--- src/rtl/sr_cmd_driver.sv ---
// Queues target bits, pulses s/r into an external SR flop, verifies q with retries; 4 cycles accept->done on first match.
// Backpressure: in_ready = !full; the FSM pops one command only when idle.
module sr_cmd_driver #(
    parameter int DEPTH     = 4,
    parameter int MAX_RETRY = 3
) (
    input  logic       clk,
    input  logic       reset,
    input  logic       in_valid,
    input  logic       in_bit,
    output logic       in_ready,
    output logic       s,
    output logic       r,
    input  logic       q_fb,
    output logic       busy,
    output logic       done,
    output logic       done_bit,
    output logic       err,
    output logic [7:0] err_count
);

    localparam int AW = $clog2(DEPTH);
    localparam logic [AW:0] PTR_ONE = {{AW{1'b0}}, 1'b1};
    localparam logic [3:0]  MAX_R   = 4'(MAX_RETRY);

    typedef enum logic [1:0] {IDLE, PULSE, CHECK, REPORT} state_t;

    state_t           state_q, state_d;
    logic [DEPTH-1:0] mem_q;
    logic [AW:0]      wr_ptr_q, rd_ptr_q;
    logic             cur_q, cur_d;
    logic [3:0]       retry_q, retry_d;
    logic             s_q, s_d, r_q, r_d;
    logic             done_q, done_d, err_q, err_d;
    logic             done_bit_q, done_bit_d;
    logic [7:0]       err_count_q, err_count_d;
    logic             fifo_empty, fifo_full, push, pop, head;

    // Extra pointer bit distinguishes full from empty when the indices match.
    assign fifo_empty = (wr_ptr_q == rd_ptr_q);
    assign fifo_full  = (wr_ptr_q[AW] != rd_ptr_q[AW]) &&
                        (wr_ptr_q[AW-1:0] == rd_ptr_q[AW-1:0]);
    assign in_ready   = !fifo_full;
    assign push       = in_valid && in_ready;
    assign head       = mem_q[rd_ptr_q[AW-1:0]];

    always_ff @(posedge clk) begin
        if (push) begin
            mem_q[wr_ptr_q[AW-1:0]] <= in_bit;
        end
    end

    always_ff @(posedge clk) begin
        if (reset) begin
            wr_ptr_q <= '0;
            rd_ptr_q <= '0;
        end else begin
            if (push) wr_ptr_q <= wr_ptr_q + PTR_ONE;
            if (pop)  rd_ptr_q <= rd_ptr_q + PTR_ONE;
        end
    end

    always_comb begin
        state_d     = state_q;
        cur_d       = cur_q;
        retry_d     = retry_q;
        s_d         = 1'b0;
        r_d         = 1'b0;
        done_d      = 1'b0;
        err_d       = 1'b0;
        done_bit_d  = done_bit_q;
        err_count_d = err_count_q;
        pop         = 1'b0;
        case (state_q)
            IDLE: begin
                if (!fifo_empty) begin
                    pop     = 1'b1;
                    cur_d   = head;
                    retry_d = 4'd0;
                    s_d     = head;
                    r_d     = ~head;
                    state_d = PULSE;
                end
            end
            PULSE: begin
                state_d = CHECK;
            end
            CHECK: begin
                if (q_fb == cur_q) begin
                    done_d     = 1'b1;
                    done_bit_d = cur_q;
                    state_d    = REPORT;
                end else if (retry_q < MAX_R) begin
                    retry_d = retry_q + 4'd1;
                    s_d     = cur_q;
                    r_d     = ~cur_q;
                    state_d = PULSE;
                end else begin
                    err_d      = 1'b1;
                    done_bit_d = cur_q;
                    if (err_count_q != 8'hFF) err_count_d = err_count_q + 8'd1;
                    state_d    = REPORT;
                end
            end
            REPORT: begin
                state_d = IDLE;
            end
            default: begin
                state_d = IDLE;
            end
        endcase
    end

    always_ff @(posedge clk) begin
        if (reset) begin
            state_q     <= IDLE;
            cur_q       <= 1'b0;
            retry_q     <= 4'd0;
            s_q         <= 1'b0;
            r_q         <= 1'b0;
            done_q      <= 1'b0;
            err_q       <= 1'b0;
            done_bit_q  <= 1'b0;
            err_count_q <= 8'd0;
        end else begin
            state_q     <= state_d;
            cur_q       <= cur_d;
            retry_q     <= retry_d;
            s_q         <= s_d;
            r_q         <= r_d;
            done_q      <= done_d;
            err_q       <= err_d;
            done_bit_q  <= done_bit_d;
            err_count_q <= err_count_d;
        end
    end

    assign s         = s_q;
    assign r         = r_q;
    assign done      = done_q;
    assign err       = err_q;
    assign done_bit  = done_bit_q;
    assign err_count = err_count_q;
    assign busy      = (state_q != IDLE) || !fifo_empty;

endmodule

--- config.mk ---
export PLATFORM = sky130hd
export DESIGN_NAME = sr_cmd_driver
export DESIGN_NICKNAME = d
export VERILOG_FILES = /design/src/rtl/sr_cmd_driver.sv
export SDC_FILE = /design/constraint.sdc
export NUM_CORES = 1
export LEC_CHECK = 0
export ABC_AREA = 1
export CAP_MARGIN = 20
export CORE_MARGIN = 2
export CORE_UTILIZATION = 50
export CTS_CLUSTER_DIAMETER = 100
export DETAILED_ROUTE_END_ITERATION = 8
export GPL_TIMING_DRIVEN = 0
export HOLD_SLACK_MARGIN = 0.03
export PLACE_DENSITY = 0.82
export SYNTH_ARGS = -nofsm -noshare
export SYNTH_HDL_FRONTEND = slang
export SYNTH_SLANG_ARGS = --single-unit
--- constraint.sdc ---
create_clock -name clk -period 4.2 [get_ports clk]
set_clock_uncertainty 0.2 [all_clocks]
set_input_delay 1.05 -clock clk [delete_from_list [all_inputs] [get_ports clk]]
set_output_delay 1.05 -clock clk [all_outputs]
set_load 0.02 [all_outputs]
After elaboration in Yosys (flattened, before gate mapping):

Cells that the tools add are included.
Widths: inputs -> output; s select.

* reductions and logical operators: 15
* magnitude comparators: 4
* equal/unequal tests: 12
* $add $sub $neg: 4
* muxes and demuxes: 27
* bitwise logic cells: 6

Operators with widths (count)
* $mux 1: 14
* $mux 4: 3
* $add 8x1->8 const B: 1
* $ne 2x2->1 const B: 4
* $ne 8x8->1 const B: 1
* $pmux 2 s4: 1
* $pmux 4 s2: 1
* $reduce_and 4->1: 2
* $add 3x1->3 const B: 2
* $lt 2x3->1 const B: 2
* $mux 2: 3
* $not 1->1: 6
* $add 4x1->4 const B: 1
* $bwmux 4: 1
* $eq 2x2->1 const B: 2
* $lt 4x2->1 const B: 1
* $pmux 1 s2: 2
* $reduce_and 2->1: 2
* $reduce_bool 2->1: 2
* $eq 3x3->1: 1
* $logic_and 1x1->1: 3
* $reduce_or 3->1: 1
* $bmux 1 s2: 1
* $demux 1 s2: 1
* other kinds (9): 10

* bits in registers: 30

Depth between registers and ports, before layout:

Gate-level depths: netlist (run 1).

* depth in word-level cells: 5
* depth in mapped cells: 8
* mapped depth without buffers: 8

Worst setup path before layout (run 1):

OpenSTA, ideal clock, no wires.

* path type: register -> output
* start point: reg wr_ptr_q[1]
* end point: out busy
* cell stages (with the launch flop): 7
* setup slack: 1944 ps
* data arrival time: 1006 ps
* cell sequence: dfxtp_1 inv_1 nand2_1 nand2_1 nand3_4 nor3_1 inv_1

* word-level cells in the longest chain between the ends: 3

Ends and longest elaborated chain
* start: declaration: RTL line 30 `logic [AW:0] wr_ptr_q, rd_ptr_q;`
* start signal: assignment: RTL line 58 `if (push) wr_ptr_q <= wr_ptr_q + PTR_ONE;`
* $eq 3x3->1: RTL line 40 `assign fifo_empty = (wr_ptr_q == rd_ptr_q);`
* $logic_not 1->1: RTL line 144 `assign busy = (state_q != IDLE) || !fifo_empty;`
* $logic_or 1x1->1: RTL line 144
* end: declaration: RTL line 15 `output logic busy,`

Every way passes these cells.

Final worst setup path (run 1):

Ends and elaborated chain as after synthesis.

==> impl_metrics.ini, run 1 <==
[global_route]
grt_max_degree = 11
grt_pass1_vias = 1137
antenna_found_initial = 0
grt.total_usage_pct = 18.4
grt_pass1_wl_um = 4890
overflow = 0

[critical_path]
crit_required_ns = 2.95
reg2reg_to = err_count[4]$_SDFFE_PP0P_
path_class = reg2out
reg2reg_slack_ns = 2.55
critPathArrivalTime_ns = 1.92
timing.rr.start = err_count[0]$_SDFFE_PP0P_
rr_worst_depth = 8
cp-start-kind = flop
cp_max_fo = 5
end_kind = output port

[cts]
cts_buffer_depth = 2
cts_tree = done
cts_buffers = 5
clk_pin_slew_ns = 0.10
clock_sinks = 30
cts_setup_buffers = 0
clk_latency_ns = 0.34
clockRootBuffer = clkbuf_4
hold_buffers = 0
cts_max_level = 2
post_cts_resized = 0

[worst_hold_path]
hold_depth = 2
hold_end = retry_q[3]$_SDFFE_PP0P_
hold_path.startpoint = retry_q[3]$_SDFFE_PP0P_
hold_path_class = reg2reg

[finish]
diodes = 0
final_nets = 249
final_cell_mix = nand2_1, nor2_1, dfxtp_1, inv_1, clkdlybuf4s50_1
layout.cells.most_common = nand2_1
syn_to_final_growth_pct = 20.4
fin_util_pct = 63.0
drive_gt1_share_pct = 13.4

[detailed_routing]
vias = 1345
dr.pass1.iters = 4
viasPerCell = 4.77
finalWirelength_um = 2870
drt_first_iter_violations = 68
drcViolationCount = 0
wl_per_cell_um = 10.2
drtAntennaViolNets = 0

[synth]
synth_cell_type_count = 27
ys_seq_area_share_pct = 40.4
synth_fp_nets = 223
synth_cells = 211
avgSynthCellArea_um2 = 7.51
synth-seq-cells = 30
syn_area_mm2 = 0.00158
yosys_warnings = 0

[place]
place.gp.congestion = 0.749
io_buffer_count = 19
dp_hpwl_um = 2080

[floorplanning]
die_area_mm2 = 0.00363
die_h_um = 60.3
core_area_mm2 = 0.00303
ios = 20
rows = 20
fp.dieW_um = 60.3
start_util_pct = 52.3

[sta]
period_minus_slack_ns = 3.17
post-route-period-util_pct = 75.5
maxSlewHeadroom_pct = 67.1
drv_slew = 0
rsz0062_at_grt = no
max_freq_ghz = 0.315
tns_ns = 0
tightest_slew_ns = 0.494
finalSetupViolations = 0
hold_viol = 0
whs_ns = 0.247

[run_status]
outcome = finished clean

[flow_run]
maxCapViolCount = 0

[power_and_ir_drop]
power_leakage_nw = 0.810
power_density_mw_per_mm2 = 494
ir_worst_vdd_v = 0.000242
==> synthesized netlist by cell type, drive strengths merged <==
library cell / n / area, um^2
nand2: 59 / 256
inv: 31 / 116
nor2: 30 / 151
dfxtp: 26 / 521
a21oi: 14 / 73.8
nand3: 14 / 100
o21ai: 9 / 45.0
ha: 7 / 87.6
xor2: 5 / 43.8
edfxtp: 4 / 120
nand4: 3 / 18.8
nor3: 3 / 15.0
and2: 1 / 6.26
clkbuf: 1 / 3.75
clkinv: 1 / 5.00
nand3b: 1 / 7.51
nor4: 1 / 6.26
or2: 1 / 6.26
==> metrics by stage <==
| stage | setup WS [ns] | cell area (um^2) | cells | total power [mW] |
|---|---|---|---|---|
| floorplan | 1.94 | 1580 | 211 | 0.639 |
| global placement | 1.41 | 1830 | 274 | 0.712 |
| detailed placement | 1.38 | 1830 | 274 | 0.721 |
| CTS | 1.01 | 1910 | 282 | 0.948 |
| global route | 0.857 | 1910 | 282 | 1.02 |
| finish | 1.03 | 1910 | 282 | 0.942 |
==> kinds of logic (layout without fill, tap and decap cells) <==
kind of cell             Yosys count  in the layout  share of synthesized area, %
adder cells (fa/ha/maj)            7              7                          5.53
buffers and inverters             33             60                          7.90
AND/OR/NAND/NOR                  113            113                          35.9
flip-flops                        30             30                          40.4
AO/OA/AOI/OAI                     23             23                          7.50
XOR/XNOR                           5              5                          2.76
==> flip-flops by register name (all words and copies together), names as in the netlist <==
signal,count
retry_q,4
rd_ptr_q,3
err_count,8
cur_q,1
wr_ptr_q,3
s,1
r,1
err,1
state_q,2
mem_q,4
done_bit,1
done,1
==> final cells by class <==
type / count / area, um^2
buffer: 1 / 3.75
clock buffer: 5 / 37.5
clock inverter: 3 / 40.0
fill: 269 / 1120
inverter: 32 / 121
multi-input combinational: 148 / 818
sequential: 30 / 641
tap: 44 / 55.1
timing repair buffer: 19 / 190
==> how the worst max path moves through the flow <==
stage / start / to / slack (ns) / depth (start not counted)
after detailed placement: wr_ptr_q[1]$_SDFFE_PP0P_ / busy / 1.38 / 7
after global placement: wr_ptr_q[1]$_SDFFE_PP0P_ / busy / 1.41 / 7
after global routing: wr_ptr_q[1]$_SDFFE_PP0P_ / busy / 0.86 / 7
after floorplan: wr_ptr_q[1]$_SDFFE_PP0P_ / busy / 1.94 / 6
final: wr_ptr_q[1]$_SDFFE_PP0P_ / busy / 1.03 / 7
after CTS: wr_ptr_q[1]$_SDFFE_PP0P_ / busy / 1.01 / 7
==> metal layers <==
layer	global-route usage, %	wire length [um]	up-vias
met1	23.9	1360	598
met2	28.4	1310	30
li1	-	-	713
met3	5.84	146	4
met4	6.67	43	0
met5	0	0	-
==> power breakdown <==
part | leakage (nW) | internal, mW | switching [mW]
logic | 0.516 | 0.124 | 0.212
registers | 0.249 | 0.335 | 0.0431
clock network | 0.0450 | 0.123 | 0.105
==> critical path, cell delays in order, from the launching register on <==
cell,delay [ns]
dfxtp_1,0.36
inv_1,0.12
nand2_1,0.07
nand2_1,0.13
nand3_4,0.12
nor3_1,0.21
inv_1,0.06
clkdlybuf4s50_1,0.53
Power figures use the tool's default switching activity.
==> inputs of run 2 (changes only) <==
--- a/config.mk
+++ b/config.mk
@@ -8,12 +8,12 @@
 export ABC_AREA = 1
 export CAP_MARGIN = 20
 export CORE_MARGIN = 2
-export CORE_UTILIZATION = 50
+export CORE_UTILIZATION = 49
 export CTS_CLUSTER_DIAMETER = 100
 export DETAILED_ROUTE_END_ITERATION = 8
 export GPL_TIMING_DRIVEN = 0
 export HOLD_SLACK_MARGIN = 0.03
-export PLACE_DENSITY = 0.82
+export PLACE_DENSITY = 0.84
 export SYNTH_ARGS = -nofsm -noshare
 export SYNTH_HDL_FRONTEND = slang
 export SYNTH_SLANG_ARGS = --single-unit
==> constraint.sdc (replaced) <==
create_clock -name clk -period 2.6 [get_ports clk]
set_clock_uncertainty 0.2 [all_clocks]
set_input_delay 0.65 -clock clk [delete_from_list [all_inputs] [get_ports clk]]
set_output_delay 0.65 -clock clk [all_outputs]
set_load 0.02 [all_outputs]
==> impl_metrics.ini, run 2 (synthesis results as in run 1) <==
[detailed_routing]
wl_per_cell_um = 10.9
drtAntennaViolNets = 0
finalWirelength_um = 3080
dr.pass1.iters = 4
vias = 1359
drcViolationCount = 0
drt_first_iter_violations = 78
viasPerCell = 4.82

[finish]
drive_gt1_share_pct = 15.5
final_nets = 249
fin_util_pct = 62.4
largest_register_ffs = 8
multi_input_area_um2 = 832
regArea_um2 = 644
n_fill_cell = 280
final_cell_mix = nand2_1, nor2_1, inv_1, dfxtp_1, clkdlybuf4s50_1
diodes = 0
layout.cells.most_common = nand2_1
syn_to_final_growth_pct = 20.2
final_area_mm2 = 0.00190

[cts]
cts_max_level = 2
clk_pin_slew_ns = 0.10
cts_buffer_depth = 2
clock_sinks = 30
cts_tree = done
cts_setup_buffers = 0
clockRootBuffer = clkbuf_4
cts_buffers = 5
clk_latency_ns = 0.34

[critical_path]
reg2reg_slack_ns = 0.92
worst-path-buf-inv = 3
cp-start-kind = flop
critPathLaunch = rd_ptr_q[0]$_SDFFE_PP0P_
cp_max_fo = 6
slowest_stage = dfxtp_2
critPathArrivalTime_ns = 1.61
timing.rr.start = err_count[0]$_SDFFE_PP0P_
end_kind = output port
path_class = reg2out
rr_worst_depth = 8
crit_required_ns = 1.75
reg2reg_to = err_count[7]$_SDFFE_PP0P_
worstPathCellList = inv_2 > nand2_1 > nand2_2 > nand3_4 > nor3_4 > inv_1 > dlygate4sd2_1
cp_top_family = buffers and inverters
max_stage_delay_ns = 0.37

[global_route]
grt_max_degree = 11
grt_pass1_wl_um = 5520
grt.total_usage_pct = 20.5
overflow = 0
grt_pass1_vias = 1281
antenna_found_initial = 0

[worst_hold_path]
hold_path_class = reg2reg
hold_end = retry_q[3]$_SDFFE_PP0P_
hold_path.startpoint = retry_q[3]$_SDFFE_PP0P_
hold_depth = 2

[place]
io_buffer_count = 19
post-place-ws_ns = 0.172
place.gp.congestion = 0.774
place_area_mm2 = 0.00183
dp_hpwl_um = 2240

[floorplanning]
die_h_um = 60.9
ios = 20
start_util_pct = 51.9
rows = 20
fp.dieW_um = 60.9
die_area_mm2 = 0.00370
core_area_mm2 = 0.00305

[power_and_ir_drop]
ir_worst_vdd_v = 0.000424
power_leakage_nw = 0.799
power_density_mw_per_mm2 = 775

[sta]
drv_slew = 0
tightest_slew_ns = 0.466
maxSlewHeadroom_pct = 68.9
setup_slack_ns = 0.144
period_minus_slack_ns = 2.46
hold_viol = 0
finalSetupViolations = 0
rsz0062_at_grt = no
whs_ns = 0.250
tns_ns = 0
max_freq_ghz = 0.407
post-route-period-util_pct = 94.5

[flow_run]
maxCapViolCount = 0

[run_status]
outcome = finished clean
-- run 2: area by class of cell --
class / count / share of cell area (%)
timing repair buffer: 19 / 9.86
clock buffer: 7 / 2.89
inverter: 32 / 6.37
tap: 44 / 2.89
multi-input combinational: 148 / 43.7
buffer: 1 / 0.197
sequential: 30 / 33.8
clock inverter: 1 / 0.263
-- run 2: stage by stage --
step	instances	power [mW]
floorplan	211	1.03
global placement	274	1.15
detailed placement	274	1.17
CTS	282	1.47
global route	282	1.61
finish	282	1.48
-- run 2: worst min-delay path, delay by kind of cell, from the launching register on --
kind | cells | cell delay (ns)
simple gates | 1 | 0.05
flops | 1 | 0.31
buf+inv | 1 | 0.06
-- run 2: power breakdown --
| part | leakage, nW | switching, mW | internal [mW] |
|---|---|---|---|
| clock | 0.0353 | 0.168 | 0.131 |
| combinational | 0.515 | 0.358 | 0.200 |
| sequential | 0.249 | 0.0765 | 0.544 |
-- run 2: what timing repair did --
item | 4_1_cts | 5_1_grt
resized for setup | 3 | 6
endpoints found under the setup margin | 2 | 1
pin swaps | 0 | 0
hold buffers | 0 | 0
-- run 2: worst max path at each step --
stage / end / slack, ns / cells past startpoint
global route: busy / 0.01 / 7
CTS: busy / 0.06 / 7
floorplan: busy / 0.74 / 6
detailed placement: busy / 0.17 / 7
finish: busy / 0.14 / 7
global placement: busy / 0.20 / 7
-- run 2: routing by layer --
metal / track usage, % / wire length (um)
met4: 7.76 / 55
met2: 34.1 / 1510
met3: 6.82 / 163
met1: 24.6 / 1350
met5: 0 / 0
==> inputs of run 3 (changes only) <==
--- a/config.mk
+++ b/config.mk
@@ -7,7 +7,6 @@
 export LEC_CHECK = 0
 export ABC_AREA = 1
 export CAP_MARGIN = 20
-export CORE_MARGIN = 2
 export CORE_UTILIZATION = 49
 export CTS_CLUSTER_DIAMETER = 100
 export DETAILED_ROUTE_END_ITERATION = 8
==> constraint.sdc (replaced) <==
create_clock -name clk -period 2.6 [get_ports clk]
set_clock_uncertainty 0.2 [all_clocks]
set_input_delay 0.65 -clock clk [delete_from_list [all_inputs] [get_ports clk]]
set_output_delay 0.65 -clock clk [all_outputs]
set_load 0.05 [all_outputs]
==> impl_metrics.ini, run 3 (synthesis results as in run 1) <==
[critical_path]
cp-start-kind = flop
cp_max_fo = 8
critPathArrivalTime_ns = 1.63
path_class = reg2out
crit_required_ns = 1.75
worst-path-buf-inv = 1
max_stage_delay_ns = 0.85
worstPathCellList = clkdlybuf4s50_1
end_kind = output port
slowest_stage = clkdlybuf4s50_1
cp_top_family = buffers and inverters

[detailed_routing]
viasPerCell = 4.76
dr.pass1.iters = 4
drtAntennaViolNets = 0
vias = 1338
drcViolationCount = 0
finalWirelength_um = 2980
drt_first_iter_violations = 50
wl_per_cell_um = 10.6

[sta]
maxSlewHeadroom_pct = 66.6
tns_ns = 0
hold_viol = 0
drv_slew = 0
rsz0062_at_grt = no
period_minus_slack_ns = 2.48
finalSetupViolations = 0
whs_ns = 0.256
tightest_slew_ns = 0.500
post-route-period-util_pct = 95.4
max_freq_ghz = 0.403

[place]
dp_hpwl_um = 2190
place_area_mm2 = 0.00183
place.gp.congestion = 0.750
io_buffer_count = 19

[finish]
layout.cells.most_common = nand2_1
n_fill_cell = 289
largest_register_ffs = 8
final_nets = 249
final_area_mm2 = 0.00188
syn_to_final_growth_pct = 18.6
drive_gt1_share_pct = 13.9
final_cell_mix = nand2_1, nor2_1, dfxtp_1, inv_1, clkdlybuf4s50_1
multi_input_area_um2 = 823
diodes = 0
regArea_um2 = 641

[power_and_ir_drop]
power_density_mw_per_mm2 = 789
power_leakage_nw = 0.797
ir_worst_vdd_v = 0.000338

[floorplanning]
rows = 20
core_area_mm2 = 0.00305
fp.dieW_um = 58.9
ios = 20
die_area_mm2 = 0.00346
die_h_um = 58.9
start_util_pct = 51.9

[cts]
clk_latency_ns = 0.32
cts_buffer_depth = 2
hold_buffers = 0
cts_buffers = 5
clk_pin_slew_ns = 0.09
clock_sinks = 30
clockRootBuffer = clkbuf_4
cts_max_level = 2
cts_setup_buffers = 0
cts_tree = done

[global_route]
grt.total_usage_pct = 19.5
grt_max_degree = 11
grt_pass1_vias = 1205
grt_pass1_wl_um = 5090
overflow = 0
antenna_found_initial = 0

[run_status]
outcome = finished clean

[flow_run]
maxCapViolCount = 0

[worst_hold_path]
hold_path_class = reg2reg
-- run 3: cell count changes in the layout (fill, tap and decap cells not counted) --
cell,before,now
dfxtp_1,23,26
dfxtp_2,3,0
clkbuf_2,0,2
dlygate4sd2_1,2,0
clkinv_2,2,1
inv_1,24,25
inv_2,7,6
nand2_1,50,51
nand2_2,6,5
nor3_2,0,1
nor3_4,1,0
-- run 3: layer usage --
| layer | GRT usage, % | wire (um) | vias to the layer above |
|---|---|---|---|
| met4 | 6.12 | 11 | 0 |
| met1 | 23.2 | 1380 | 594 |
| met2 | 33.9 | 1500 | 24 |
| li1 | - | - | 717 |
| met5 | 0 | 0 | - |
| met3 | 5.49 | 94 | 3 |
-- run 3: path summary, 6_finish.rpt --
check / from / end / slack, ns / cells past startpoint
worst max-delay path: err_count[5]$_SDFFE_PP0P_ / err_count[5] / 0.12 / 1
worst min-delay path: retry_q[3]$_SDFFE_PP0P_ / retry_q[3]$_SDFFE_PP0P_ / 0.26 / 2
worst max register to register: err_count[0]$_SDFFE_PP0P_ / err_count[3]$_SDFFE_PP0P_ / 0.92 / 8
worst min register to register: retry_q[3]$_SDFFE_PP0P_ / retry_q[3]$_SDFFE_PP0P_ / 0.26 / 2
-- run 3: final cells by class --
type,count,share of cell area [%]
inverters,32,6.46
flip-flops and latches,30,34.1
clock buffers,7,2.93
multi-input cells,148,43.8
repair buffers,19,9.59
well taps,44,2.93
plain buffers,1,0.200
-- run 3: timing repair --
| item | 4_1_cts | 5_1_grt |
|---|---|---|
| resized for setup | 2 | 5 |
| pin swaps | 0 | 0 |
| endpoints found under the setup margin | 2 | 2 |
-- run 3: worst min-delay path, cell delays in order (launching register included) --
cell	delay (ns)
dfxtp_1	0.31
inv_1	0.06
nor3_1	0.05
-- run 3: stage by stage --
stage	std cells	worst slack (ns)	total power [mW]	utilization, %
after floorplan	211	0.639	1.08	-
after global placement	274	0.0367	1.20	59.9
after detailed placement	274	0.0136	1.22	59.9
after CTS	281	-0.0671	1.49	61.6
after global routing	281	0.0480	1.60	61.6
final	281	0.120	1.48	61.6
-- run 3: power by group --
part	leakage (nW)	switching (mW)	internal [mW]
registers	0.249	0.0729	0.541
clock network	0.0314	0.149	0.128
logic	0.517	0.403	0.190
total	0.797	0.624	0.859
